<file path="config.mk">
export PLATFORM = sky130hd
export DESIGN_NAME = imm_insn_encoder
export DESIGN_NICKNAME = d
export VERILOG_FILES = /design/src/rtl/imm_insn_encoder.sv
export SDC_FILE = /design/constraint.sdc
export NUM_CORES = 1
export LEC_CHECK = 0
export ABC_AREA = 1
export ABC_CLOCK_PERIOD_IN_PS = 1600
export BUFFER_PORTS_ARGS = -buffer_cell sky130_fd_sc_hd__buf_2
export CORE_ASPECT_RATIO = 1.4
export CORE_MARGIN = 8
export CORE_UTILIZATION = 30
export DETAILED_ROUTE_END_ITERATION = 8
export GPL_TIMING_DRIVEN = 0
export SYNTH_ARGS = -nofsm -noshare
export SYNTH_HDL_FRONTEND = slang
export SYNTH_SLANG_ARGS = --single-unit
export TNS_END_PERCENT = 50
</file>
<file path="constraint.sdc">
create_clock -name clk -period 1.6 [get_ports clk]
set_clock_uncertainty 0.2 [all_clocks]
set_input_delay 0 -clock clk [delete_from_list [all_inputs] [get_ports clk]]
set_output_delay 0 -clock clk [all_outputs]
set_load 0.01 [all_outputs]
</file>
<file path="src/rtl/imm_insn_encoder.sv">
// RV32I immediate packer: clears a template's immediate field and inserts an immediate in I/S/B/J/U
// layout, or expands LI into ADDI / LUI / LUI+ADDI. Single output register with valid/ready handshake.
module imm_insn_encoder (
   input  logic        clk,
   input  logic        rst_n,
   input  logic        in_valid,
   output logic        in_ready,
   input  logic [2:0]  in_imm_src,
   input  logic [31:0] in_base,
   input  logic [31:0] in_imm,
   output logic        out_valid,
   input  logic        out_ready,
   output logic [31:0] out_insn,
   output logic        out_err
);

   typedef enum logic [1:0] {IDLE, HOLD, HOLD2} state_e;

   localparam logic [2:0] SRC_I  = 3'b000;
   localparam logic [2:0] SRC_S  = 3'b001;
   localparam logic [2:0] SRC_B  = 3'b010;
   localparam logic [2:0] SRC_J  = 3'b011;
   localparam logic [2:0] SRC_U  = 3'b100;
   localparam logic [2:0] SRC_LI = 3'b101;

   localparam logic [6:0] OP_LUI = 7'b0110111;
   localparam logic [6:0] OP_IMM = 7'b0010011;

   state_e      state_q, state_d;
   logic [31:0] insn_q, insn_d;
   logic        err_q, err_d;
   logic [31:0] pend_q, pend_d;

   logic [31:0] enc_word, enc_second;
   logic        enc_err, enc_two;
   logic        fits12, fits13, fits21;
   logic [4:0]  rd;
   logic [19:0] li_hi;
   logic        accept;

   // Range checks: the bits above the field's sign bit must all equal it.
   assign fits12 = (in_imm[31:11] == {21{in_imm[11]}});
   assign fits13 = (in_imm[31:12] == {20{in_imm[12]}});
   assign fits21 = (in_imm[31:20] == {12{in_imm[20]}});
   assign rd     = in_base[11:7];
   // ADDI sign-extends its 12 bits, so a negative low half borrows one from the upper 20.
   assign li_hi  = in_imm[31:12] + {19'd0, in_imm[11]};

   always_comb begin
      enc_word   = in_base;
      enc_err    = 1'b1;
      enc_two    = 1'b0;
      enc_second = '0;
      case (in_imm_src)
         SRC_I: begin
            enc_word = {in_imm[11:0], in_base[19:0]};
            enc_err  = !fits12;
         end
         SRC_S: begin
            enc_word = {in_imm[11:5], in_base[24:12], in_imm[4:0], in_base[6:0]};
            enc_err  = !fits12;
         end
         SRC_B: begin
            enc_word = {in_imm[12], in_imm[10:5], in_base[24:12], in_imm[4:1], in_imm[11], in_base[6:0]};
            enc_err  = !fits13 | in_imm[0];
         end
         SRC_J: begin
            enc_word = {in_imm[20], in_imm[10:1], in_imm[11], in_imm[19:12], in_base[11:0]};
            enc_err  = !fits21 | in_imm[0];
         end
         SRC_U: begin
            enc_word = {in_imm[31:12], in_base[11:0]};
            enc_err  = (in_imm[11:0] != 12'd0);
         end
         SRC_LI: begin
            enc_err = 1'b0;
            if (fits12) begin
               enc_word = {in_imm[11:0], 5'd0, 3'b000, rd, OP_IMM};
            end else if (in_imm[11:0] == 12'd0) begin
               enc_word = {in_imm[31:12], rd, OP_LUI};
            end else begin
               enc_word   = {li_hi, rd, OP_LUI};
               enc_second = {in_imm[11:0], rd, 3'b000, rd, OP_IMM};
               enc_two    = 1'b1;
            end
         end
         default: begin
            enc_word = in_base;
            enc_err  = 1'b1;
         end
      endcase
   end

   assign in_ready  = (state_q == IDLE) | ((state_q == HOLD) & out_ready);
   assign accept    = in_valid & in_ready;
   assign out_valid = (state_q != IDLE);
   assign out_insn  = insn_q;
   assign out_err   = err_q;

   always_comb begin
      state_d = state_q;
      insn_d  = insn_q;
      err_d   = err_q;
      pend_d  = pend_q;
      case (state_q)
         HOLD:    if (out_ready) state_d = IDLE;
         HOLD2: begin
            if (out_ready) begin
               insn_d  = pend_q;
               err_d   = 1'b0;
               state_d = HOLD;
            end
         end
         default: state_d = IDLE;
      endcase
      // accept is only possible when the register is empty or draining this cycle
      if (accept) begin
         insn_d  = enc_word;
         err_d   = enc_err;
         pend_d  = enc_second;
         state_d = enc_two ? HOLD2 : HOLD;
      end
   end

   always_ff @(posedge clk or negedge rst_n) begin
      if (!rst_n) begin
         state_q <= IDLE;
         insn_q  <= '0;
         err_q   <= 1'b0;
         pend_q  <= '0;
      end else begin
         state_q <= state_d;
         insn_q  <= insn_d;
         err_q   <= err_d;
         pend_q  <= pend_d;
      end
   end

endmodule

</file>
## Word level (Yosys, flattened, before mapping)

Cells that the tools add are included.
Widths: inputs -> output; s select.

| storage, ports and cells | value |
|---|---|
| flip-flop bits (word level) | 67 |
| input bits | 71 |

| operators by class | value |
|---|---|
| add/sub/neg operators | 1 |
| eq/ne operators | 12 |
| mux-type cells | 21 |
| bitwise logic cells | 5 |
| reduce and logical (&&, ||, !) cells | 13 |

Operator list:

| cell | number |
|---|---|
| $mux 32 | 8 |
| $pmux 32 s6 | 1 |
| $add 20x1->20 | 1 |
| $eq 20x20->1 | 1 |
| $eq 19x19->1 | 1 |
| $logic_not 12->1 | 1 |
| $reduce_bool 12->1 | 1 |
| $eq 11x11->1 | 1 |
| $mux 2 | 4 |
| $eq 3x2->1 const B | 2 |
| $eq 3x3->1 const B | 2 |
| $mux 1 | 6 |
| $ne 3x3->1 const B | 2 |
| $reduce_bool 2->1 | 3 |
| $pmux 1 s5 | 1 |
| $pmux 2 s2 | 1 |
| $reduce_and 2->1 | 2 |
| $eq 3x1->1 const B | 1 |
| $logic_not 1->1 | 3 |
| $logic_not 3->1 | 1 |
| $or 1x1->1 | 3 |
| $and 1x1->1 | 2 |
| $eq 2x1->1 const B | 1 |
| $eq 2x2->1 const B | 1 |
| other kinds (2) | 2 |

## Depth between registers and ports, before layout

Gate-level depths: netlist of run 1.

| depth | value |
|---|---|
| word-level depth | 6 |
| depth in mapped cells | 15 |
| gate-level depth less buffers | 14 |

## Worst setup path after synthesis of run 1

Ideal clock, no wire load.

| timing | value |
|---|---|
| path type | reg2reg |
| from | register state_q[0] |
| to | register insn_q[6] (netlist: out_insn[6]) |
| library setup time | 0.122 ns |
| arrival | 1.460 ns |
| path slack | -0.182 ns |
| stages on the path, launching flop included | 9 |
| clock period less this slack | 1.782 ns |
| path through | dfrtp_1 > inv_1 > nor2_1 > nor2_1 > nand2_1 > nand2_1 > inv_1 > clkbuf_1 > a32o_1 |

| between the ends | value |
|---|---|
| longest elaborated chain between the ends | 6 |
| elaborated cells on any way between the ends | 10 |
| classes of those cells | eq/ne (2); mux (1); bitwise (3); reduce/logical (4) |

Ends and longest elaborated chain:

| item | RTL line | text |
|---|---|---|
| start, declared | 29 | `state_e state_q, state_d;` |
| start signal, assigned | 132 | `state_q <= state_d;` |
| $eq 2x1->1 | 94 | `assign in_ready = (state_q == IDLE) \| ((state_q == HOLD) & out_ready);` |
| $and 1x1->1 | 94 |  |
| $or 1x1->1 (*) | 94 |  |
| named net in_ready | 7 | `output logic in_ready,` |
| $and 1x1->1 (*) | 95 | `assign accept = in_valid & in_ready;` |
| $reduce_bool 2->1 (no source line) | - |  |
| $reduce_and 2->1 (no source line) | - |  |
| end signal, assigned | 133 | `insn_q <= insn_d;` |
| end, declared | 30 | `logic [31:0] insn_q, insn_d;` |

Mark *: on every way through the listed nets, which the timed path passes. The rest lies on a longest branch.
A chain may end at the register's enable or synchronous reset.

## Final worst setup path of run 1

| timing | value |
|---|---|
| from | register state_q[0] |
| to | register insn_q[6] (netlist: out_insn[6]) |

| between the ends | value |
|---|---|
| longest elaborated chain between the ends | 6 |
| elaborated cells on any way between the ends | 10 |
| classes of those cells | eq/ne (2); mux (1); bitwise (3); reduce/logical (4) |

Ends and longest elaborated chain:

| item | RTL line |
|---|---|
| $eq 2x1->1 | 94 |
| $and 1x1->1 | 94 |
| $or 1x1->1 | 94 |
| $and 1x1->1 | 95 |
| $reduce_bool 2->1 (no source line) | - |
| $reduce_and 2->1 (no source line) | - |

Several ways; a longest one is shown, not always the timed one.

==> impl_metrics.toml, run 1 <==
[setup_path]
required_ps = 1580
crit_chain = "inv_2 > nor2_4 > nor2_4 > nand2_4 > nand2_4 > inv_6 > buf_8 > a32o_1"
r2r_cells = 8
crit_path_end_kind = "flop"
cp.depth = 8
worst_setup_path_start_kind = "flop"
crit_type = "flop to flop"
worstPathArrival_ps = 1620
path_buf_inv = 3
crit_fanout = 6
crit_family = "simple AND/OR/NAND/NOR gates"
max_stage_delay_ps = 390
crit_slowest_cell = "dfrtp_1"

[timing]
min_period_ps = 1640
hold_viol = 0
setup_viol = 2
max-slew-margin-rel = 0.490
min_period_over_period = 1.02
drv_slew = 0
fin_ws_ps = -37.0
fmax_mhz = 611
worst_pin_slew_ps = 765
rsz0062_at_grt = "yes"
holdWs_ps = 20.9

[power_and_ir_drop]
powerDensity_mw_per_mm2 = 742
p_total_uw = 4480
power.clock.fraction = 0.269
p_comb_frac = 0.361
p_int_uw = 2960
sequentialPowerShare = 0.370
ir_drop_mv = 0.412
p_switching_uw = 1520
power.share.switching = 0.339
p_leak_uw = 0.00298

[placed_design]
dp_hpwl_mm = 12.5
dp_slack_ps = -436
gp_congestion = 0.935
io_buffers = 102
placed_area_mm2 = 0.00485

[global_routing]
grt_pass1_wl_mm = 25.4
overflow = 0
grt_pass1_vias = 4876
globalRouteTotalUtil = 0.184
antenna_found_initial = 1
grt_max_degree = 54

[floorplan]
die_h_um = 154
start_util = 0.306
rows = 50
die_w_um = 115
io_pins = 106
core_mm2 = 0.0133
die_area_mm2 = 0.0176

[logic_synthesis]
synth.distinct_cells = 43
syn_area_mm2 = 0.00408
yosysSeqAreaShare = 0.325
synth-seq-cells = 53
synth_largest_area_cell = "dfrtp_1"
yosysWarnings = 0
synth_top_area_frac = 0.325
synth_cells = 623
syn_nets = 697
syn_avg_cell_area_um2 = 6.54
synthTopCellsByArea = "dfrtp_1 (33%), nand2_1 (16%), nor2_1 (7.3%)"

[detailed_routing]
drc = 0
wl_mm = 16.8
drt_pass1_iterations = 4
ant_nets = 0
routed_via_density = 4.94
routed-via-count = 4890
drtIter0Drc = 233
routedWlPerCell_um = 16.9

[finish]
drive_above_1_share = 0.278
finish.instance_area_mm2 = 0.00605
final_common_cell = "nand2_1"
syn2layout_area_growth_pct = 48.4
nets = 881
mostFrequentLayoutCells = "nand2_1 (166), buf_2 (106), nor2_1 (75)"

[min_path]
hold_path_class = "primary input to flop"
hold_depth = 5

[clocking]
clk_latency_ps = 290
cts_root_buf = "clkbuf_16"
cts_buffer_depth = 2
cts_sinks = 53
path_clk_slew_ps = 70
htreeDepth = 2
numCtsBuffers = 5
cts_tree = "built"

[run]
maxCapViolCount = 0

[status]
violations = "setup timing"
outcome = "finished with violations"
-- power by group through the flow --
stage / logic (µW) / registers (µW) / clock network [µW]
finish: 1620 / 1660 / 1210
global route: 1770 / 1680 / 1270
CTS: 1470 / 1660 / 1230
detailed placement: 1320 / 1680 / 0
global placement: 1310 / 1670 / 0
floorplan: 638 / 1770 / 0
-- worst min-delay path, cell delays in order --
cell     delay (ps)
buf_2           160
nand2_1          80
nand4_1         120
nand2_2          80
a21oi_2          40
-- path summary, 6_finish.rpt --
path / start / to / slack [ps]
setup / recovery: state_q[0]$_DFFE_PN0P_ / out_insn[6]$_DFFE_PN0P_ / -40
hold / removal: in_imm[17] / out_insn[17]$_DFFE_PN0P_ / 20
setup reg to reg: state_q[0]$_DFFE_PN0P_ / out_insn[6]$_DFFE_PN0P_ / -40
hold reg to reg: out_insn[13]$_DFFE_PN0P_ / out_insn[13]$_DFFE_PN0P_ / 280
max in group asynchronous: rst_n / out_insn[21]$_DFFE_PN0P_ / 540
min in group asynchronous: rst_n / pend_q[29]$_DFFE_PN0P_ / 130
-- sequential cells by signal (all words and copies together), names as in the netlist --
register / flops
state_q: 2
out_err: 1
pend_q: 18
out_insn: 32
-- repair_timing --
action	CTS	global route
hold endpoints to repair	103	1
gates resized for setup	27	84
gates cloned	0	3
hold buffers	50	1
buffers inserted	8	13
pin swaps	8	10
setup endpoints to repair	49	102
-- final cells by class --
class	instances	area, µm²
sequential	53	1330
inverter	63	254
clock inverter	2	35.0
buffer	25	235
multi-input combinational	482	2570
clock buffer	5	125
timing repair buffer	177	1270
antenna	1	2.50
fill	1408	7280
tap	182	228
-- kinds of logic after synthesis --
group | share of synthesized area
adders and majority gates | 0.00921
AOI/OAI and AO/OA | 0.185
xor gates and xnor gates | 0.0172
DFF | 0.325
and+or+nand+nor | 0.370
buffers and inverters | 0.0933
-- through the flow --
step	cells	util	TNS, ps
finish	990	0.454	-56.9
global route	990	0.454	-1750
CTS	972	0.424	-52.0
detailed placement	907	0.364	-15830
global placement	907	0.364	-15900
floorplan	623	-	-64.7
-- cells in the mapped netlist --
cell type / n
nor3_4: 1
or2_2: 1
ha_1: 3
o22ai_1: 4
o221ai_1: 4
o31ai_1: 1
buf_8: 1
xnor2_1: 2
o2111ai_1: 2
inv_2: 4
nor2_2: 6
o21ai_1: 19
nor3_1: 3
a211oi_1: 2
nand2_1: 175
nand3b_1: 1
nor3b_1: 1
o21ai_0: 43
nor2_4: 4
xor2_1: 6
a221oi_1: 7
buf_1: 1
inv_1: 59
buf_2: 10
nand2_2: 7
nor3_2: 2
o21ai_4: 1
a22o_1: 1
nor2_1: 79
nor4_1: 2
a31oi_1: 1
nand2_4: 1
nand3_1: 48
a21oi_1: 30
buf_4: 1
nand4_1: 12
clkbuf_1: 9
a32o_1: 2
nand3_4: 1
dfrtp_1: 53
a22oi_1: 7
buf_6: 3
a21oi_2: 3
-- metal layers --
layer  up-vias  track usage  share of wire
li1       2422            -              -
met1      2255        0.201           0.40
met2       171        0.331           0.52
met3        42       0.0298          0.045
met4         0       0.0936          0.042
met5         -            0              0
(Power assumes the default switching activity.)
==> run 2: changes to the inputs <==
--- a/config.mk
+++ b/config.mk
@@ -6,7 +6,7 @@
 export NUM_CORES = 1
 export LEC_CHECK = 0
 export ABC_AREA = 1
-export ABC_CLOCK_PERIOD_IN_PS = 1600
+export ABC_CLOCK_PERIOD_IN_PS = 1950
 export BUFFER_PORTS_ARGS = -buffer_cell sky130_fd_sc_hd__buf_2
 export CORE_ASPECT_RATIO = 1.4
 export CORE_MARGIN = 8
==> constraint.sdc (replaced) <==
create_clock -name clk -period 1.95 [get_ports clk]
set_clock_uncertainty 0.2 [all_clocks]
set_input_delay 0 -clock clk [delete_from_list [all_inputs] [get_ports clk]]
set_output_delay 0 -clock clk [all_outputs]
set_load 0.01 [all_outputs]
==> run 2 against run 1 <==
  * The run ends with hold timing left
  * Critical path depth is the same
  * Non-clock buffer count decreased by 29
  * Final cell count decreased by 2.9%
  * Highest routed layer unchanged
  * Sequential cell count is the same
  * Critical path type unchanged
==> impl_metrics.toml, run 2 (same netlist as run 1, synthesis figures left out) <==
[global_routing]
antenna_found_initial = 0
grt_max_degree = 54
grt_pass1_vias = 4961
globalRouteTotalUtil = 0.184
grt_pass1_wl_mm = 25.6
overflow = 0

[finish]
fillers = 1512
mostFrequentLayoutCells = "nand2_1 (173), buf_2 (111), nor2_1 (79)"
drive_above_1_share = 0.217
syn2layout_area_growth_pct = 33.9
seq_area_mm2 = 0.00133
multi_input_area_mm2 = 0.00239
nets = 852
final_common_cell = "nand2_1"
largest_reg_flops = 32
insertedDiodeCount = 0

[timing]
holdWs_ps = -12.1
drv_slew = 0
min_period_over_period = 0.925
fin_tns_setup_ps = 0
hold_viol = 3
worst_pin_slew_ps = 1190
fmax_mhz = 554
min_period_ps = 1800
max-slew-margin-rel = 0.204
setup_viol = 0

[run]
maxCapViolCount = 0

[clocking]
path_clk_slew_ps = 70
clk_latency_ps = 290
cts_tree = "built"
cts_sinks = 53
htreeDepth = 2
cts_buffer_depth = 2
numCtsBuffers = 5
cts_root_buf = "clkbuf_16"

[detailed_routing]
routed_via_density = 4.94
drc = 0
ant_nets = 0
routedWlPerCell_um = 16.8
routed-via-count = 4747
wl_mm = 16.1
drt_pass1_iterations = 5
drtIter0Drc = 258

[power_and_ir_drop]
powerDensity_mw_per_mm2 = 627
p_leak_uw = 0.00270
p_total_uw = 3420
ir_drop_mv = 0.365

[setup_path]
worst_setup_path_start_kind = "flop"
crit_fanout = 10
required_ps = 1950
worstPathArrival_ps = 1800
crit_type = "flop to flop"
crit_path_end_kind = "flop"

[floorplan]
io_pins = 106
rows = 50
core_mm2 = 0.0133
die_w_um = 115
die_area_mm2 = 0.0176
start_util = 0.306
die_h_um = 154

[status]
outcome = "finished with violations"
violations = "hold timing"

[placed_design]
io_buffers = 102
gp_congestion = 0.948
dp_hpwl_mm = 12.6

[min_path]
hold_path_class = "primary input to flop"
## run 2: changes by cell type in the layout (fill, tap and decap cells not counted), moves of 6 or more
cell,before,now
a21oi_2,9,3
o21ai_0,29,43
a21oi_1,24,30
o21ai_1,28,19
nand2_1,166,173
nand2_4,8,1
buf_4,22,1
## run 2: stage by stage
| step | cell area (µm²) | setup slack (ps) | cells | hold WS, ps | util |
|---|---|---|---|---|---|
| floorplan | 4080 | 168 | 623 | -496 | - |
| global placement | 4810 | -232 | 907 | 10.0 | 0.361 |
| detailed placement | 4810 | -238 | 907 | 9.80 | 0.361 |
| CTS | 5440 | 6.27 | 961 | 0.0971 | 0.408 |
| global route | 5460 | -3.33 | 961 | 3.62 | 0.410 |
| finish | 5460 | 146 | 961 | -12.1 | 0.410 |
## run 2: routing by layer
metal	routed length, µm	track usage	vias to the layer above
li1	-	-	2373
met5	0	0	-
met3	747	0.0192	45
met2	8080	0.317	169
met4	829	0.117	0
met1	6460	0.212	2160
## run 2: worst paths after layout
path / startpoint / endpoint / slack (ps) / depth (start not counted)
max in group asynchronous: rst_n / pend_q[23]$_DFFE_PN0P_ / 530 / 2
max reg2reg: state_q[0]$_DFFE_PN0P_ / pend_q[30]$_DFFE_PN0P_ / 150 / 8
min in group asynchronous: rst_n / out_insn[29]$_DFFE_PN0P_ / 280 / 2
min reg2reg: state_q[0]$_DFFE_PN0P_ / state_q[1]$_DFFE_PN0P_ / 270 / 1
max: state_q[0]$_DFFE_PN0P_ / pend_q[30]$_DFFE_PN0P_ / 150 / 8
min: in_base[13] / out_insn[13]$_DFFE_PN0P_ / -10 / 5
## run 2: area by class of cell
type	instances	share of cell area
tap	182	0.0417
multi-input combinational	482	0.438
buffer	25	0.0284
clock buffer	6	0.0254
clock inverter	2	0.00252
timing repair buffer	148	0.178
sequential	53	0.243
inverter	63	0.0433
## run 2: critical path, stage by stage (launching register included)
cell and delay [ps]:
dfrtp_1 360, inv_1 70, nor2_1 140, nor2_1 80
nand2_2 130, buf_2 280, clkbuf_2 270, nand2_1 80
o21ai_0 90
## run 2: report_power, final
part	leakage [µW]	internal, µW	switching, µW
Combinational	0.00195	451	709
Clock	0.0000768	511	397
Sequential	0.000668	1270	82.0
## run 2: repair_timing
action / 4_1_cts / 5_1_grt
buffers inserted: 0 / 0
resized for setup: 5 / 12
hold endpoints to repair: 101 / 0
cloned: 0 / 0
pin swaps: 0 / 1
hold buffers: 46 / 0
endpoints found under the setup margin: 30 / 31
==> run 3: changes to the inputs <==
--- a/config.mk
+++ b/config.mk
@@ -6,9 +6,9 @@
 export NUM_CORES = 1
 export LEC_CHECK = 0
 export ABC_AREA = 1
-export ABC_CLOCK_PERIOD_IN_PS = 1950
+export ABC_CLOCK_PERIOD_IN_PS = 2230
 export BUFFER_PORTS_ARGS = -buffer_cell sky130_fd_sc_hd__buf_2
-export CORE_ASPECT_RATIO = 1.4
+export CORE_ASPECT_RATIO = 1.1
 export CORE_MARGIN = 8
 export CORE_UTILIZATION = 30
 export DETAILED_ROUTE_END_ITERATION = 8
==> constraint.sdc (replaced) <==
create_clock -name clk -period 2.23 [get_ports clk]
set_clock_uncertainty 0.2 [all_clocks]
set_input_delay 0 -clock clk [delete_from_list [all_inputs] [get_ports clk]]
set_output_delay 0 -clock clk [all_outputs]
set_load 0.01 [all_outputs]
==> run 3 against run 2 <==
  * The flow now finishes without violations
  * Critical path depth up 4
  * Clock-buffer cell count down 1
  * Utilization about the same
  * Sequential power down 12%
  * Critical path type is now primary input to flop
  * Largest power group unchanged
==> impl_metrics.toml, run 3 (same netlist as run 1, synthesis figures left out) <==
[clocking]
cts_buffer_depth = 2
cts_root_buf = "clkbuf_16"
clk_latency_ps = 300
numCtsBuffers = 5
htreeDepth = 2
path_clk_slew_ps = 70
cts_sinks = 53
cts_tree = "built"

[finish]
final_common_cell = "nand2_1"
largest_reg_flops = 32
insertedDiodeCount = 0
mostFrequentLayoutCells = "nand2_1 (173), buf_2 (112), nor2_1 (79)"
nets = 853
utilization = 0.409
drive_above_1_share = 0.208
syn2layout_area_growth_pct = 32.7

[setup_path]
path_buf_inv = 4
max_stage_delay_ps = 530
crit_chain = "dlygate4sd3_1 > buf_2 > nor2_1 > nand3_1 > nor2_4 > inv_2 > buf_6 > a21oi_1 > nand2_1 > nand4_1 > nand2_1 > a21oi_1"
crit_fanout = 10
worst_setup_path_start_kind = "primary input"
required_ps = 2240
crit_slowest_cell = "dlygate4sd3_1"
startpoint = "in_imm[1]"
crit_family = "buffers and inverters"
r2r-start = "state_q[0]$_DFFE_PN0P_"
crit_type = "primary input to flop"
worstPathArrival_ps = 2230
crit_path_end_kind = "flop"

[floorplan]
io_pins = 106
die_h_um = 138
core_mm2 = 0.0132
die_w_um = 127
die_area_mm2 = 0.0176
rows = 44
start_util = 0.308

[timing]
fin_ws_ps = 17.0
setup_viol = 0
min_period_over_period = 0.992
holdWs_ps = 31.5
min_period_ps = 2210
hold_viol = 0
drv_slew = 0
worst_pin_slew_ps = 1160
fmax_mhz = 452
max-slew-margin-rel = 0.228

[detailed_routing]
drt_pass1_iterations = 5
ant_nets = 0
routed_via_density = 5.00
drtIter0Drc = 316
routedWlPerCell_um = 16.4
routed-via-count = 4701
wl_mm = 15.5
drc = 0

[min_path]
hp-start = "in_imm_src[2]"
hold_path_class = "primary input to flop"

[power_and_ir_drop]
power.share.switching = 0.352
p_switching_uw = 1040
p_comb_frac = 0.335
p_leak_uw = 0.00268
powerDensity_mw_per_mm2 = 548
p_int_uw = 1920
ir_drop_mv = 0.330
power.clock.fraction = 0.265
sequentialPowerShare = 0.400

[run]
maxCapViolCount = 0

[global_routing]
grt_pass1_vias = 4716
globalRouteTotalUtil = 0.172
antenna_found_initial = 1
grt_pass1_wl_mm = 24.8
grt_max_degree = 54
overflow = 0

[placed_design]
io_buffers = 102
dp_slack_ps = 103
dp_hpwl_mm = 12.3
gp_congestion = 0.909

[status]
outcome = "completed"
run 3: cell count changes in the layout (fill, tap and decap cells not counted), sizes merged:
cell	before	now
dlygate4sd3	46	44
inv	63	64
clkbuf	17	14
buf	116	121
clkinvlp	0	1
clkinv	2	1
run 3: final cells by class:
cell class	instances	area, µm²
plain buffers	25	145
clock buffers	5	125
clock inverters	3	25.0
fillers	1461	7810
inverters	63	236
multi-input cells	482	2370
flip-flops and latches	53	1330
well taps	161	201
repair buffers	149	973
run 3: through the flow:
stage	setup TNS (ps)	total power (µW)	instances	area, µm²
CTS	0	2990	938	5380
floorplan	0	1720	623	4080
detailed placement	0	2140	886	4790
global route	-78.1	3150	941	5410
finish	0	2960	941	5410
global placement	0	2130	886	4790
run 3: worst paths after layout:
kind | endpoint | slack [ps] | depth (start not counted)
setup / recovery | out_insn[23]$_DFFE_PN0P_ | 20 | 12
hold / removal | out_err$_DFFE_PN0P_ | 30 | 6
setup reg to reg | out_insn[0]$_DFFE_PN0P_ | 170 | 8
hold reg to reg | state_q[1]$_DFFE_PN0P_ | 260 | 1
max in group asynchronous | out_insn[24]$_DFFE_PN0P_ | 830 | 2
min in group asynchronous | out_insn[1]$_DFFE_PN0P_ | 270 | 2
run 3: worst min-delay path: stages:
cell and delay, ps:
buf_2 160, nor2_1 100, nand2_1 70, nand2_1 60
nand2_1 60, nand2_1 40
run 3: metal layers:
layer  global-route usage  vias up  wire length (µm)
met4               0.0389        2               158
met1                0.223     2190              7050
met2                0.295      130              7490
met5                    0        -                13
li1                     -     2363                 -
met3               0.0231       16               754
run 3: power groups by stage:
stage | logic, µW | clock network, µW | registers, µW
after global routing | 1110 | 831 | 1210
after floorplan | 448 | 0 | 1270
after global placement | 928 | 0 | 1200
after CTS | 998 | 801 | 1190
after detailed placement | 933 | 0 | 1200
final | 993 | 786 | 1190
run 3: repair_timing:
item	4_1_cts	5_1_grt
setup buffers	0	3
resized for setup	0	4
hold endpoints to repair	101	0
endpoints found under the setup margin	0	21
hold buffers	44	0
